File: src/rtl/vga_rx_pkg.sv
// rtl/vga_rx_pkg.sv - state encoding and default 640x480@60 timing for the VGA receive monitor
package vga_rx_pkg;

   typedef enum logic [1:0] {
      SEARCH  = 2'd0,
      MEASURE = 2'd1,
      LOCKED  = 2'd2
   } mon_state_e;

   localparam int unsigned RGB_W           = 8;
   localparam int unsigned H_TOTAL_DEF     = 800;
   localparam int unsigned H_ACT_START_DEF = 144;
   localparam int unsigned H_ACTIVE_DEF    = 640;
   localparam int unsigned V_TOTAL_DEF     = 525;
   localparam int unsigned V_ACT_START_DEF = 35;
   localparam int unsigned V_ACTIVE_DEF    = 480;

endpackage

File: src/rtl/vga_rx_monitor_if.sv
// rtl/vga_rx_monitor_if.sv - incoming VGA stream from game_top, qualified by the shared pixel enable
interface vga_rx_monitor_if;
   import vga_rx_pkg::*;

   logic             pix_ce;
   logic             hsync;
   logic             vsync;
   logic [RGB_W-1:0] rgb;

   modport master (output pix_ce, hsync, vsync, rgb);
   modport slave  (input  pix_ce, hsync, vsync, rgb);

endinterface

File: src/rtl/vga_sync_edge.sv
// rtl/vga_sync_edge.sv - samples an active-low sync on pix_ce and flags its falling edge on that same tick
module vga_sync_edge (
   input  logic clk,
   input  logic rst,
   input  logic pix_ce_i,
   input  logic sync_i,
   output logic fall_o
);

   logic sync_q;

   // Idle-high reset so a sync already low out of reset still counts as a fall.
   always_ff @(posedge clk or negedge rst) begin
      if (!rst) begin
         sync_q <= 1'b1;
      end else if (pix_ce_i) begin
         sync_q <= sync_i;
      end
   end

   assign fall_o = pix_ce_i & sync_q & ~sync_i;

endmodule

File: src/rtl/vga_rx_monitor.sv
// rtl/vga_rx_monitor.sv - locks to VGA raster timing, emits active pixels, frame checksum and timing errors
module vga_rx_monitor
   import vga_rx_pkg::*;
#(
   parameter int unsigned H_TOTAL     = H_TOTAL_DEF,
   parameter int unsigned H_ACT_START = H_ACT_START_DEF,
   parameter int unsigned H_ACTIVE    = H_ACTIVE_DEF,
   parameter int unsigned V_TOTAL     = V_TOTAL_DEF,
   parameter int unsigned V_ACT_START = V_ACT_START_DEF,
   parameter int unsigned V_ACTIVE    = V_ACTIVE_DEF
) (
   input  logic                 clk,
   input  logic                 rst,
   vga_rx_monitor_if.slave      vid,
   input  logic                 err_clr,
   output logic                 locked,
   output logic                 pix_valid,
   output logic [9:0]           px,
   output logic [8:0]           py,
   output logic [RGB_W-1:0]     pix_rgb,
   output logic                 frame_done,
   output logic [15:0]          frame_sum,
   output logic [15:0]          frame_cnt,
   output logic                 err_h,
   output logic                 err_v
);

   localparam logic [9:0]  H_LO = 10'(H_ACT_START);
   localparam logic [9:0]  H_HI = 10'(H_ACT_START + H_ACTIVE - 1);
   localparam logic [9:0]  V_LO = 10'(V_ACT_START);
   localparam logic [9:0]  V_HI = 10'(V_ACT_START + V_ACTIVE - 1);
   localparam logic [10:0] H_LEN = 11'(H_TOTAL);
   localparam logic [10:0] V_LEN = 11'(V_TOTAL);

   logic hfall, vfall, herr, verr, active;

   mon_state_e       state_q, state_d;
   logic [9:0]       hcount_q, hcount_d, vcount_q, vcount_d;
   logic [15:0]      sum_q, sum_d, frame_sum_q, frame_sum_d, frame_cnt_q, frame_cnt_d;
   logic             locked_q, locked_d, pix_valid_q, pix_valid_d, frame_done_q, frame_done_d;
   logic             err_h_q, err_h_d, err_v_q, err_v_d;
   logic [9:0]       px_q, px_d;
   logic [8:0]       py_q, py_d;
   logic [RGB_W-1:0] pix_rgb_q, pix_rgb_d;

   vga_sync_edge u_hs_edge (.clk(clk), .rst(rst), .pix_ce_i(vid.pix_ce), .sync_i(vid.hsync), .fall_o(hfall));
   vga_sync_edge u_vs_edge (.clk(clk), .rst(rst), .pix_ce_i(vid.pix_ce), .sync_i(vid.vsync), .fall_o(vfall));

   // Counters hold the position of the previous tick, so length = count + 1 at the next fall.
   assign herr   = hfall && (state_q != SEARCH) && (({1'b0, hcount_q} + 11'd1) != H_LEN);
   assign verr   = vfall && (state_q != SEARCH) && (({1'b0, vcount_q} + 11'd1) != V_LEN);
   assign active = vid.pix_ce && (state_q == LOCKED) &&
                   (hcount_q >= H_LO) && (hcount_q <= H_HI) &&
                   (vcount_q >= V_LO) && (vcount_q <= V_HI);

   always_comb begin
      state_d      = state_q;
      hcount_d     = hcount_q;
      vcount_d     = vcount_q;
      sum_d        = sum_q;
      frame_sum_d  = frame_sum_q;
      frame_cnt_d  = frame_cnt_q;
      px_d         = px_q;
      py_d         = py_q;
      pix_rgb_d    = pix_rgb_q;
      pix_valid_d  = 1'b0;
      frame_done_d = 1'b0;

      if (vid.pix_ce) begin
         hcount_d = hfall ? 10'd0 : ((hcount_q == 10'h3FF) ? hcount_q : hcount_q + 10'd1);
         if (vfall) begin
            vcount_d = 10'd0;
         end else if (hfall) begin
            vcount_d = vcount_q + 10'd1;
         end

         if (active) begin
            pix_valid_d = 1'b1;
            px_d        = hcount_q - H_LO;
            py_d        = 9'(vcount_q - V_LO);
            pix_rgb_d   = vid.rgb;
            sum_d       = sum_q + {{(16-RGB_W){1'b0}}, vid.rgb};
         end

         case (state_q)
            SEARCH: begin
               if (vfall) state_d = MEASURE;
            end
            MEASURE: begin
               if (herr || verr) begin
                  state_d = SEARCH;
               end else if (vfall) begin
                  state_d = LOCKED;
                  sum_d   = 16'd0;
               end
            end
            LOCKED: begin
               if (herr || verr) begin
                  state_d = SEARCH;
               end else if (vfall) begin
                  frame_done_d = 1'b1;
                  frame_sum_d  = sum_d;
                  sum_d        = 16'd0;
                  frame_cnt_d  = frame_cnt_q + 16'd1;
               end
            end
            default: state_d = SEARCH;
         endcase
      end

      locked_d = (state_d == LOCKED);
      // A fresh error outranks a simultaneous clear.
      err_h_d  = herr ? 1'b1 : (err_clr ? 1'b0 : err_h_q);
      err_v_d  = verr ? 1'b1 : (err_clr ? 1'b0 : err_v_q);
   end

   always_ff @(posedge clk or negedge rst) begin
      if (!rst) begin
         state_q      <= SEARCH;
         hcount_q     <= 10'd0;
         vcount_q     <= 10'd0;
         sum_q        <= 16'd0;
         frame_sum_q  <= 16'd0;
         frame_cnt_q  <= 16'd0;
         locked_q     <= 1'b0;
         pix_valid_q  <= 1'b0;
         frame_done_q <= 1'b0;
         err_h_q      <= 1'b0;
         err_v_q      <= 1'b0;
         px_q         <= 10'd0;
         py_q         <= 9'd0;
         pix_rgb_q    <= '0;
      end else begin
         state_q      <= state_d;
         hcount_q     <= hcount_d;
         vcount_q     <= vcount_d;
         sum_q        <= sum_d;
         frame_sum_q  <= frame_sum_d;
         frame_cnt_q  <= frame_cnt_d;
         locked_q     <= locked_d;
         pix_valid_q  <= pix_valid_d;
         frame_done_q <= frame_done_d;
         err_h_q      <= err_h_d;
         err_v_q      <= err_v_d;
         px_q         <= px_d;
         py_q         <= py_d;
         pix_rgb_q    <= pix_rgb_d;
      end
   end

   assign locked     = locked_q;
   assign pix_valid  = pix_valid_q;
   assign px         = px_q;
   assign py         = py_q;
   assign pix_rgb    = pix_rgb_q;
   assign frame_done = frame_done_q;
   assign frame_sum  = frame_sum_q;
   assign frame_cnt  = frame_cnt_q;
   assign err_h      = err_h_q;
   assign err_v      = err_v_q;

endmodule

File: src/flat_wrapper.sv
// flat-port wrapper written by rule: the top's interface ports become plain ports
module vga_rx_monitor_flat import vga_rx_pkg::*;
#(
   parameter int unsigned H_TOTAL     = H_TOTAL_DEF,
   parameter int unsigned H_ACT_START = H_ACT_START_DEF,
   parameter int unsigned H_ACTIVE    = H_ACTIVE_DEF,
   parameter int unsigned V_TOTAL     = V_TOTAL_DEF,
   parameter int unsigned V_ACT_START = V_ACT_START_DEF,
   parameter int unsigned V_ACTIVE    = V_ACTIVE_DEF
)
  (clk, rst, err_clr, locked, pix_valid, px, py, pix_rgb, frame_done, frame_sum, frame_cnt, err_h, err_v, vid_pix_ce, vid_hsync, vid_vsync, vid_rgb);
  vga_rx_monitor_if vid_i ();
  input  logic clk;
  input  logic rst;
  input  logic err_clr;
  output logic locked;
  output logic pix_valid;
  output logic [9:0] px;
  output logic [8:0] py;
  output logic [RGB_W-1:0] pix_rgb;
  output logic frame_done;
  output logic [15:0] frame_sum;
  output logic [15:0] frame_cnt;
  output logic err_h;
  output logic err_v;
  input wire logic [$bits(vid_i.pix_ce)-1:0] vid_pix_ce;
  input wire logic [$bits(vid_i.hsync)-1:0] vid_hsync;
  input wire logic [$bits(vid_i.vsync)-1:0] vid_vsync;
  input wire logic [$bits(vid_i.rgb)-1:0] vid_rgb;
  assign vid_i.pix_ce = vid_pix_ce;
  assign vid_i.hsync = vid_hsync;
  assign vid_i.vsync = vid_vsync;
  assign vid_i.rgb = vid_rgb;
  vga_rx_monitor #(.H_TOTAL(H_TOTAL), .H_ACT_START(H_ACT_START), .H_ACTIVE(H_ACTIVE), .V_TOTAL(V_TOTAL), .V_ACT_START(V_ACT_START), .V_ACTIVE(V_ACTIVE)) u_core (.clk(clk), .rst(rst), .vid(vid_i), .err_clr(err_clr), .locked(locked), .pix_valid(pix_valid), .px(px), .py(py), .pix_rgb(pix_rgb), .frame_done(frame_done), .frame_sum(frame_sum), .frame_cnt(frame_cnt), .err_h(err_h), .err_v(err_v));
endmodule
File: config.mk
export PLATFORM = sky130hd
export DESIGN_NAME = vga_rx_monitor_flat
export DESIGN_NICKNAME = d
export VERILOG_FILES = /design/src/rtl/vga_rx_pkg.sv /design/src/rtl/vga_rx_monitor_if.sv /design/src/rtl/vga_sync_edge.sv /design/src/rtl/vga_rx_monitor.sv /design/src/flat_wrapper.sv
export SDC_FILE = /design/constraint.sdc
export NUM_CORES = 1
export LEC_CHECK = 0
export CAP_MARGIN = 15
export CORE_UTILIZATION = 32
export CTS_CLUSTER_DIAMETER = 50
export DETAILED_ROUTE_END_ITERATION = 8
export PLACE_DENSITY = 0.49
export SKIP_CTS_REPAIR_TIMING = 1
export SLEW_MARGIN = 0
export SYNTH_ARGS = -nofsm -noshare
export SYNTH_HDL_FRONTEND = slang
export SYNTH_HIERARCHICAL = 1
export SYNTH_SLANG_ARGS = --single-unit
File: constraint.sdc
create_clock -name clk -period 6 [get_ports clk]
set_input_delay 0.9 -clock clk [delete_from_list [all_inputs] [get_ports clk]]
set_output_delay 0.9 -clock clk [all_outputs]
set_load 0.02 [all_outputs]
==> metrics list, run 1 <==
- Most frequent cell after synthesis: dfrtp_1
* Routability Congestion: ~0.83
- Setup violations remaining at the end of the flow were counted as 0.
- Share of total power consumed by net switching: 0.310
- Status: completed
* Die outline area: ~18000 sq um
* Fraction of final layout cells sized beyond drive strength 1: 0.0617
- In the final design database the tool counted roughly 700 nets.
* Clock share of power: 0.326
- Row generation in the floorplan step produced 48 rows.
- The critical path contains buffers and inverters numbering 3 combined.
* Cell internal pwr: 1.24 mW
- Dividing the final minimum period by the clock period gives 0.675.
- Headroom to the max-slew limit came out at 0.303.
- Counting every instance in the synthesized netlist gives 598.
- Total Neg Setup Slack: 0 ns
- For the pin with the worst max-slew slack, the measured transition is 1.05 ns.
- Clock insertion delay at the later pin of the skew report: between 0.3 and 0.4 ns
- Post-detailed-route count of antenna-violating nets: 0
* Adder-cell share of the synthesized area: 0.0523
- Num CTS Buffers: 9
* Pins Over Slew Limit: 0
- Using the TritonRoute via totals, the vias-per-cell ratio works out to approximately 5.
- The first detailed-routing pass ran for 5 iterations.
- Initial antenna violation count: 0
- H-tree lvl count: 3
* Sequential element share of the synthesized area: 0.461
* Count of input and output buffers: a little under 80
- Residual overflow from global routing: 0
- Of the post-synthesis cell area, the dominant cell type holds 0.452.
* Delay of the slowest cell on the worst path: around 0.63 ns
* Final period demand of the worst path: approximately 4 ns
- Async set-reset flop share out of synthesis: 1.00
- The design draws 1.80 mW.
- Drt first-iter violations: 341
- Yosys mapped a number of flops with a built-in enable equal to 0.
* Worst flop-to-flop path startpoint: u_core/vcount_q[0]
- Class of the tightest hold or removal check: input port to async pin
* Dominant combinational cell family by area after synthesis: simple AND/OR/NAND/NOR gates
* Sum of net half-perimeters after detailed placement: 9570 um
- Of the total power, registers draw 0.470.
* Chain of cells forming the critical path: clkdlybuf4s50_1, buf_4, and3b_2, nor2b_1, o311ai_0, o21ai_1, nor4b_4, nand4_4, inv_2, and4_1, xor2_1
- The die is 135 um tall.
* Worst EP required: around 6.3 ns
- Fill cells in the final layout number 1682.
- The final count of hold timing violations was 0.
- Max-cap viol count: 0
- On the critical path, the stage with the largest delay is an instance of nor4b_4.
* Post-synthesis instance area: 5650 sq um
* Combinational share of power: 0.204
- Area share of and/or/nand/nor cells after synthesis: 0.212
* Number of placed I/O pins: 78
* Setup crit end kind: flop
- Final routed wire length divided by cell count: roughly 15 um
- Max VDD drop: 0.000151 V
* Skew final: between 0.004 and 0.005 ns
- CP max FO: 31
* Reported net switching power: 0.558 mW
- Largest delay contributor family on the critical path: simple AND/OR/NAND/NOR gates
- Ys flop type: dfrtp_1
* Floorplan die width: ~130 um
- Maximum clock path buffer count: 2
- The detailed router placed 4426 vias in this run.
- Kind of start point of the critical path: input port
* Area fraction in compound gates after synthesis: 0.157
- Relative to the synthesized area, the layout overhead comes to 21.3%.
- Clock tree synthesis found a total of 104 sinks.
- Total inserted antenna cells: 0
- Summed over all instances, the cell type with the most area after synthesis is dfrtp_1.
- Yosys synthesis warning count: 6
* Area of the placeable core: 17200 sq um
- The setup path with the least slack is of type input port to flop.
* Number of remaining DRC errors: 0
- Largest cells by area after synthesis: dfrtp_1, nand2_1, o21ai_0, ha_1, xnor2_1
- Counting every net in the synthesized netlist gives around 640.
- Maximum clock rate: 0.247 GHz
- Mapped Avg Cell Area: 9.44 sq um
- The first global-routing pass estimated around 23000 um of wire.
* Wire length reported by the detailed router: 13600 um
- The synthesized design contains 104 register bits.
* Leak pwr: 2.97 nW
- TritonCTS built the clock tree.
* Multiplexer area fraction after synthesis: 0.0195
- The via count of the first global-routing pass is about 4300.
- The critical path starts at vid_pix_ce.
* RSZ-0062 raised after global routing: false
- Area share of xor/xnor cells in the synthesized design: 0.0512
* Initial cell density of the core: 0.328
- In this run the power density over the cells is ~260 nW/um^2.
* Overall routing resource usage: 0.161
* Distinct cell type count of the synthesized netlist: 66
- Root buffer cell: clkbuf_16
- Entering global routing, the biggest net connects 80 pins.
* Top post-synthesis cells by count: dfrtp_1, nand2_1, o21ai_0
- Data on the critical path arrives at its endpoint at 4.33 ns.
- Clock transition at the register clock pins on the worst setup and hold paths after CTS: 0.07 ns
-- worst paths after layout --
path,slack [ns],end,depth (start not counted)
max in group asynchronous,4.20,u_core/frame_cnt[7],2
min in group clk,0.48,u_core/pix_rgb[5],2
max,1.95,u_core/frame_cnt[15],11
min,0.44,u_core/py[3],1
min reg2reg,0.48,u_core/pix_rgb[5],2
max reg2reg,2.54,u_core/sum_q[4],9
-- per-layer routing --
layer / vias up / wire length (um) / GRT usage
li1: 2217 / - / -
met1: 2116 / 6520 / 0.223
met2: 83 / 6440 / 0.254
met3: 10 / 494 / 0.0274
met4: 0 / 172 / 0.0568
met5: - / 0 / 0
-- stage by stage --
stage	instance area, sq um	setup WS [ns]	hold slack (ns)	std cells	util
detailed placement	6550	1.59	0.461	871	0.380
finish	6850	1.95	0.440	889	0.397
global placement	6550	1.65	0.459	871	0.380
floorplan	5650	3.18	0.483	598	-
global route	6850	1.71	0.462	889	0.397
CTS	6840	1.95	0.444	887	0.397
-- registers in the layout, summed over array words and instances, names as in the netlist, 2 cells and up --
name              count
u_core/pix_rgb        8
u_core/px            10
u_core/vcount_q      10
u_core/frame_sum     16
u_core/sum_q         16
u_core/frame_cnt     16
u_core/state_q        2
u_core/py             9
u_core/hcount_q      10
-- placed cells by master, fill, tap and decap left out, types with 5 or more instances in the layout --
cell type	synthesis	routed
nor2b_1	8	8
o31ai_1	8	8
a21oi_1	17	17
inv_1	21	21
nor4_1	8	8
ha_1	22	22
clkbuf_16	0	9
xor2_1	5	5
mux2i_1	8	8
nand2_1	96	96
nor2_1	32	32
o21ai_1	9	9
a31oi_1	6	6
xnor2_1	28	28
dfrtp_1	102	102
and3_1	11	11
o21ai_0	59	59
or3_1	6	6
clkdlybuf4s50_1	0	76
nand2b_1	15	15
nor3_1	9	9
nand3_1	15	15
nand4_1	7	7
a22o_1	6	6
-- worst reg2reg max path: stages, from the launching register on --
cell and delay, ns:
dfrtp_1 0.46, ha_1 0.35, o41a_1 0.46, nor4_2 0.19
nor2_1 0.10, o21ai_4 0.61, buf_4 0.46, inv_2 0.24
o21ai_2 0.32, a22o_1 0.20
-- cells by family (layout without fill, tap and decap cells) --
| group | after synthesis | after routing |
|---|---|---|
| AO/OA/AOI/OAI | 141 | 141 |
| XOR/XNOR | 33 | 33 |
| adder cells (fa/ha/maj) | 23 | 23 |
| buffers and inverters | 55 | 121 |
| flip-flops | 104 | 104 |
| multiplexers | 10 | 10 |
| AND/OR/NAND/NOR | 232 | 232 |
-- layout make-up --
class	instances	area (sq um)	share of cell area
multi-input combinational	439	2790	0.407
sequential	104	2610	0.380
timing repair buffer	82	801	0.117
tap	225	282	0.0411
clock buffer	10	229	0.0334
inverter	23	86.3	0.0126
clock inverter	6	60.1	0.00877
-- power groups by stage --
stage          clock [mW]  sequential, mW  combinational [mW]
6_report            0.587           0.845               0.366
5_1_grt             0.644           0.859               0.410
4_1_cts             0.613           0.846               0.369
3_5_place_dp            0           0.858               0.367
3_3_place_gp            0           0.859               0.359
2_1_floorplan           0           0.845               0.227
(Power assumes the default switching activity.)
==> inputs of run 2 (changes only) <==
==> constraint.sdc (replaced) <==
create_clock -name clk -period 3.87 [get_ports clk]
set_input_delay 0.5805 -clock clk [delete_from_list [all_inputs] [get_ports clk]]
set_output_delay 0.5805 -clock clk [all_outputs]
set_load 0.02 [all_outputs]
==> metrics list, run 2 (synthesized netlist as in run 1, its figures left out) <==
* Kind of start point of the critical path: flop
- The min-delay analysis places its worst path in the category input port to async pin.
* Slew Limit Headroom: 0.367 (+0.0643)
* Status: completed
- Placed Cells incl. Taps: 879 (+0.92%)
- The starting density of the core was 0.328 (unchanged).
* Pins Over Slew Limit: 0 (unchanged)
* CTS tree: built
- The number of antenna violations at the first check in global routing was 0 (unchanged).
- Total number of vias: 4556 (+2.9%)
- Maximum number of pins on one net before global-route repair: 57 (-29%)
- The final antenna-violating net count is 0 (unchanged).
* Number of remaining DRC errors: 0 (unchanged)
- The number of detailed-route iterations in the first pass was 6 (+1).
- The level count of the clock H-tree was 3 (unchanged).
* Floorplan row count: 48 (unchanged)
* Overall routing resource usage: 0.168 (+0.00658)
- The count of input and output buffers was 77 (unchanged).
* Leak pwr: 3.00 nW (+1.3%)
- Floorplan die width: 135 um (unchanged)
* Total inserted antenna cells: 0 (unchanged)
- Final std cells w/o fill: 895 (+0.67%)
* Die outline area: 18200 sq um (unchanged)
- Total Neg Setup Slack: 0 ns (unchanged)
- The HPWL reported at the end of detailed placement came to 10100 um (+5.0%).
- The utilization of the core after routing is 0.401 (+0.00392).
* Skew final: 0.00798 ns (+0.00389 ns)
- Setup repair after global routing left no endpoint under its margin.
* Worst EP required: 4.17 ns (-2.11 ns)
* Root buffer cell: clkbuf_16
* Fraction of final layout cells sized beyond drive strength 1: 0.0716 (+0.00989)
* Drt first-iter violations: 326 (-4.4%)
* Total clock sinks: 104 (unchanged)
- The total core area came to 17200 sq um (unchanged).
* Number of placed I/O pins: 78 (unchanged)
* First-pass GRT wire length: 23900 um (+5.0%)
- Routability Congestion: 0.825 (-1.1%)
- Final net count: 702 (+0.86%)
* Power density normalized to cell area: 410 nW/um^2 (+56%)
- P&R area growth vs syn: 22.5%
* Max VDD drop: 0.000226 V (+49%)
- The worst setup path is captured at a flop.
- In the layout the commonest cells are dfrtp_1, nand2_1, clkdlybuf4s50_1, o21ai_0, nor2_1.
- Via count of the first global-routing pass: 4650 (+8.7%)
* Residual overflow from global routing: 0 (unchanged)
- The buffer depth of the longest clock path was 2 (unchanged).
- The actual transition at the worst max-transition pin is 0.940 ns (-0.105 ns).
* Num CTS Buffers: 9 (unchanged)
- Arrival time of data at the critical path endpoint: 3.46 ns (-0.87 ns)
- Final period demand of the worst path: approximately 3.2 ns
- The maximum fanout along the worst path is 18 (-42%).
- The library cell used most frequently in the layout, excluding fill and tap cells, is dfrtp_1.
- Final routed wire length divided by cell count: 15.5 um (+1.4%)
- The number of maximum-capacitance constraint violations came to 0 (unchanged).
* Hold Fails Final Rpt: 0 (unchanged)
- Fraction of the cycle the final worst path needs: 0.816
* Clock insertion delay at the later pin of the skew report: 0.36 ns (about the same)
- Crit Path Category: flop to flop
* Clock transition at the register clock pins on the worst setup and hold paths after CTS: 0.08 ns (about the same)
- Based on the critical path, the design can be clocked at up to 0.317 GHz.
- The height of the die is 135 um (unchanged).
* Avg Vias per Cell: 5.09 (+2.2%)
* Count of endpoints failing setup in the final report: 0 (unchanged)
- The total wirelength of the detailed-routed design came to 13900 um (+2.1%).
[run 2: cell types whose count changed in the layout (fill, tap and decap cells not counted)]
cell,delta
buf_2,-2
clkinv_2,-2
clkbuf_8,+1
inv_6,+1
clkinv_4,+1
buf_4,+8
clkbuf_1,-1
[run 2: layer usage]
layer,track usage,share of wire,vias up
met1,0.222,0.48,2195
met3,0.0282,0.034,25
li1,-,-,2238
met4,0.0762,0.025,0
met5,0,0,-
met2,0.269,0.46,98
[run 2: stage by stage]
step                      setup slack, ns  total power [mW]  instance area [sq um]  hold WS [ns]
after detailed placement            0.539              1.91                   6610         0.461
final                               0.711              2.84                   6920         0.282
after floorplan                      1.37              1.66                   5650         0.285
after CTS                           0.722              2.89                   6920         0.303
after global placement              0.631              1.89                   6610         0.458
after global routing                0.519              3.01                   6920         0.348
[run 2: where the power goes]
group	switching [mW]	leakage (nW)	internal, mW
clock	0.431	0.145	0.522
sequential	0.133	1.41	1.17
combinational	0.321	1.45	0.255
[run 2: worst paths after layout]
kind,startpoint,endpoint,slack (ns),depth (start not counted)
min,rst,u_core/py[3],0.28,1
min in group clk,u_core/pix_rgb[6],u_core/pix_rgb[6],0.48,2
max,u_core/vcount_q[0],u_core/sum_q[4],0.71,9
max in group asynchronous,rst,u_core/u_vs_edge/sync_q,2.71,2
min reg2reg,u_core/pix_rgb[6],u_core/pix_rgb[6],0.48,2
max reg2reg,u_core/vcount_q[0],u_core/sum_q[4],0.71,9
[run 2: cell type report]
cell class                      instances  area (sq um)
Clock buffer                           10           239
Timing Repair Buffer                   88           851
Inverter                               23          86.3
Fill cell                            1680         10300
Multi-Input combinational cell        439          2790
Sequential cell                       104          2610
Clock inverter                          6          67.6
Tap cell                              225           282
[run 2: critical path, stage by stage, from the launching register on]
cell	delay (ns)
dfrtp_1	0.46
ha_1	0.35
o41a_1	0.46
nor4_2	0.26
nor2_1	0.12
o21ai_4	0.48
buf_4	0.31
inv_2	0.16
o21ai_2	0.30
a22o_1	0.20
==> inputs of run 3 (changes only) <==
--- a/config.mk
+++ b/config.mk
@@ -9,7 +9,7 @@
 export CORE_UTILIZATION = 32
 export CTS_CLUSTER_DIAMETER = 50
 export DETAILED_ROUTE_END_ITERATION = 8
-export PLACE_DENSITY = 0.49
+export PLACE_DENSITY = 0.51
 export SKIP_CTS_REPAIR_TIMING = 1
 export SLEW_MARGIN = 0
 export SYNTH_ARGS = -nofsm -noshare
==> constraint.sdc (replaced) <==
create_clock -name clk -period 2.6 [get_ports clk]
set_input_delay 0.39 -clock clk [delete_from_list [all_inputs] [get_ports clk]]
set_output_delay 0.39 -clock clk [all_outputs]
set_load 0.02 [all_outputs]
==> metrics list, run 3 (synthesized netlist as in run 1, its figures left out) <==
* Drt first-iter violations: 337 (+3.4%)
- The worst register-to-register path begins at u_core/hcount_q[5].
* Most common cell after layout, fill and taps aside: dfrtp_1
* Initial antenna violation count: 0 (unchanged)
* Final net count: 768 (+9.4%)
- The most critical setup path has its startpoint at u_core/hcount_q[5].
- Initial cell density of the core: 0.328 (unchanged)
* Violations in the final reports: setup timing
- The vias per cell came to 5.02 (-1.3%).
* Fraction of the cycle the final worst path needs: 1.01 (+0.196)
* Die height: 135 um (unchanged)
* Post-detailed-route count of antenna-violating nets: 0 (unchanged)
* Count of endpoints failing setup in the final report: 1 (+1)
- The number of clock buffers inserted by TritonCTS is 9 (unchanged).
* Power density normalized to cell area: 566 nW/um^2 (+38%)
- The remaining global-route overflow is 0 (unchanged).
- M2 GR Usage: 0.272 (+0.00258)
- The clock transition time at the flip-flop clock pins of the worst setup and hold paths is 0.07 ns (about the same).
* Fraction of final layout cells sized beyond drive strength 1: 0.201 (+0.129)
- The level count of the clock H-tree came to 3 (unchanged).
- The max-slew headroom at the worst pin was 0.316 (-0.0512).
- Number of placed I/O pins: 78 (unchanged)
* Delay of the slowest cell on the worst path: 0.45 ns (-0.03 ns)
* Max VDD drop: 0.000373 V (+65%)
- The worst-case setup margin in the final layout came to -0.0305 ns (-0.742 ns).
- RSZ-0062 raised after global routing: true
* Global Route met1 Usage: 0.220 (-0.00178)
* Destination of the worst register-to-register timing path: u_core/sum_q[9]
- The total wirelength of the detailed-routed design came to 14900 um (+6.9%).
- Hold Fails Final Rpt: 0 (unchanged)
* Floorplan die width: 135 um (unchanged)
* Leak pwr: 3.42 nW (+14%)
- The count of input and output buffers was 77 (unchanged).
* Arrival time of data at the critical path endpoint: 2.90 ns (-0.56 ns)
- The via count of the first global-routing pass came to 4711 (+1.3%).
- P&R area growth vs syn: 36.6%
- Total number of vias: 4829 (+6.0%)
- The average detailed-routed wire length per instance is 15.5 um (-0.48%).
- The maximum achievable frequency is 0.380 GHz (+20%).
- Class of the tightest hold or removal check: input port to async pin
* Chain of cells forming the critical path: inv_2, ha_4, nand4b_1, or3_4, a221oi_4, o21ai_4, buf_6, or3_4, or3_1, o221ai_2
- The number of rows in the core area came to 48 (unchanged).
- The global-route wire length before repair was 24000 um (+0.23%).
* Number of iterations in the first detailed-routing pass: 4 (-2)
- The number of clock sinks seen by CTS came to 104 (unchanged).
- The setup clock skew after layout was 0.0113 ns (+0.00336 ns).
* Clock insertion delay at the later pin of the skew report: 0.36 ns (about the same)
- The register-to-register setup slack is -0.03 ns (-0.74 ns).
- Maximum number of pins on one net before global-route repair: 46 (-19%)
* Area of the placeable core: 17200 sq um (unchanged)
* Global-route layer with the greatest usage: met2
- Cell with the most instances on the worst path: or3_4
- Kind of start point of the critical path: flop
- The die area came to 18200 sq um (unchanged).
- On the critical path, the stage with the largest delay is an instance of dfrtp_2.
- The global router's overall resource usage came to 0.167 (-0.000962).
- The logic depth of the worst register-to-register path was 10 (+1).
- Sum of net half-perimeters after detailed placement: 10600 um (+5.1%)
* Max-cap viol count: 0 (unchanged)
- Setup crit end kind: flop
- The run finished, with violations left.
- Worst EP required: 2.87 ns (-1.30 ns)
* CP max FO: 5 (-13)
* Crit Path Category: flop to flop
- Root buffer cell: clkbuf_16
* Total Power: 4.37 mW (+54%)
- Routability Congestion: 0.855 (+3.6%)
* Met3 Resource Use GR: 0.0270 (-0.00113)
* Total inserted antenna cells: 0 (unchanged)
- The shortest period the worst path allows was 2.63 ns (-0.528 ns).
- Pins Over Slew Limit: 0 (unchanged)
* Number of remaining DRC errors: 0 (unchanged)
* Maximum clock path buffer count: 2 (unchanged)
- The actual transition at the worst max-transition pin came to 1.02 ns (+0.0816 ns).
- In the layout the commonest cells are dfrtp_1, nand2_1, clkdlybuf4s50_1, buf_4, o21ai_0.
* Final std cells w/o fill: 961 (+7.4%)
- CTS tree: built
- The tightest hold margin came to 0.0469 ns (-0.235 ns).
- Placed Cells incl. Taps: 932 (+6.0%)
run 3: layout make-up:
cell class              instances  area, sq um
fillers                      1614         9520
inverters                      23         93.8
repair buffers                154         1420
flip-flops and latches        104         2610
multi-input cells             439         3030
clock buffers                  10          229
well taps                     225          282
clock inverters                 6         60.1
run 3: metrics by stage:
stage          setup TNS [ns]  setup WS, ns  utilization  area (sq um)
2_1_floorplan               0         0.123            -          5650
4_1_cts                -0.603       -0.0689        0.425          7320
3_3_place_gp            -8.92        -0.339        0.408          7030
5_1_grt                 -2.27        -0.146        0.448          7710
6_report              -0.0305       -0.0305        0.448          7710
3_5_place_dp           -11.76        -0.363        0.408          7030
run 3: how the worst max path moves through the flow:
stage	end	slack (ns)	cells past startpoint
2_1_floorplan	u_core/sum_q[12]	0.12	11
3_3_place_gp	u_core/sum_q[8]	-0.34	11
3_5_place_dp	u_core/sum_q[8]	-0.36	11
4_1_cts	u_core/sum_q[9]	-0.07	10
5_1_grt	u_core/sum_q[8]	-0.15	10
6_report	u_core/sum_q[9]	-0.03	10
run 3: per-layer routing:
metal | share of wire | vias up | routed length (um)
met5 | 0 | - | 0
met3 | 0.030 | 18 | 451
met1 | 0.47 | 2357 | 7020
met2 | 0.48 | 89 | 7070
li1 | - | 2365 | -
met4 | 0.021 | 0 | 319
run 3: worst max-delay path, delay by kind of cell, from the launching register on:
| family | cells | cell delay (ns) |
|---|---|---|
| and+or+nand+nor | 4 | 1.18 |
| AOI/OAI and AO/OA | 3 | 0.53 |
| DFF | 1 | 0.45 |
| buffers and inverters | 2 | 0.25 |
| adders and majority gates | 1 | 0.12 |
run 3: report_power, final:
part | switching [mW] | internal (mW) | total [mW]
clock | 0.617 | 0.742 | 1.36
sequential | 0.156 | 1.75 | 1.91
combinational | 0.580 | 0.522 | 1.10
total | 1.35 | 3.01 | 4.37
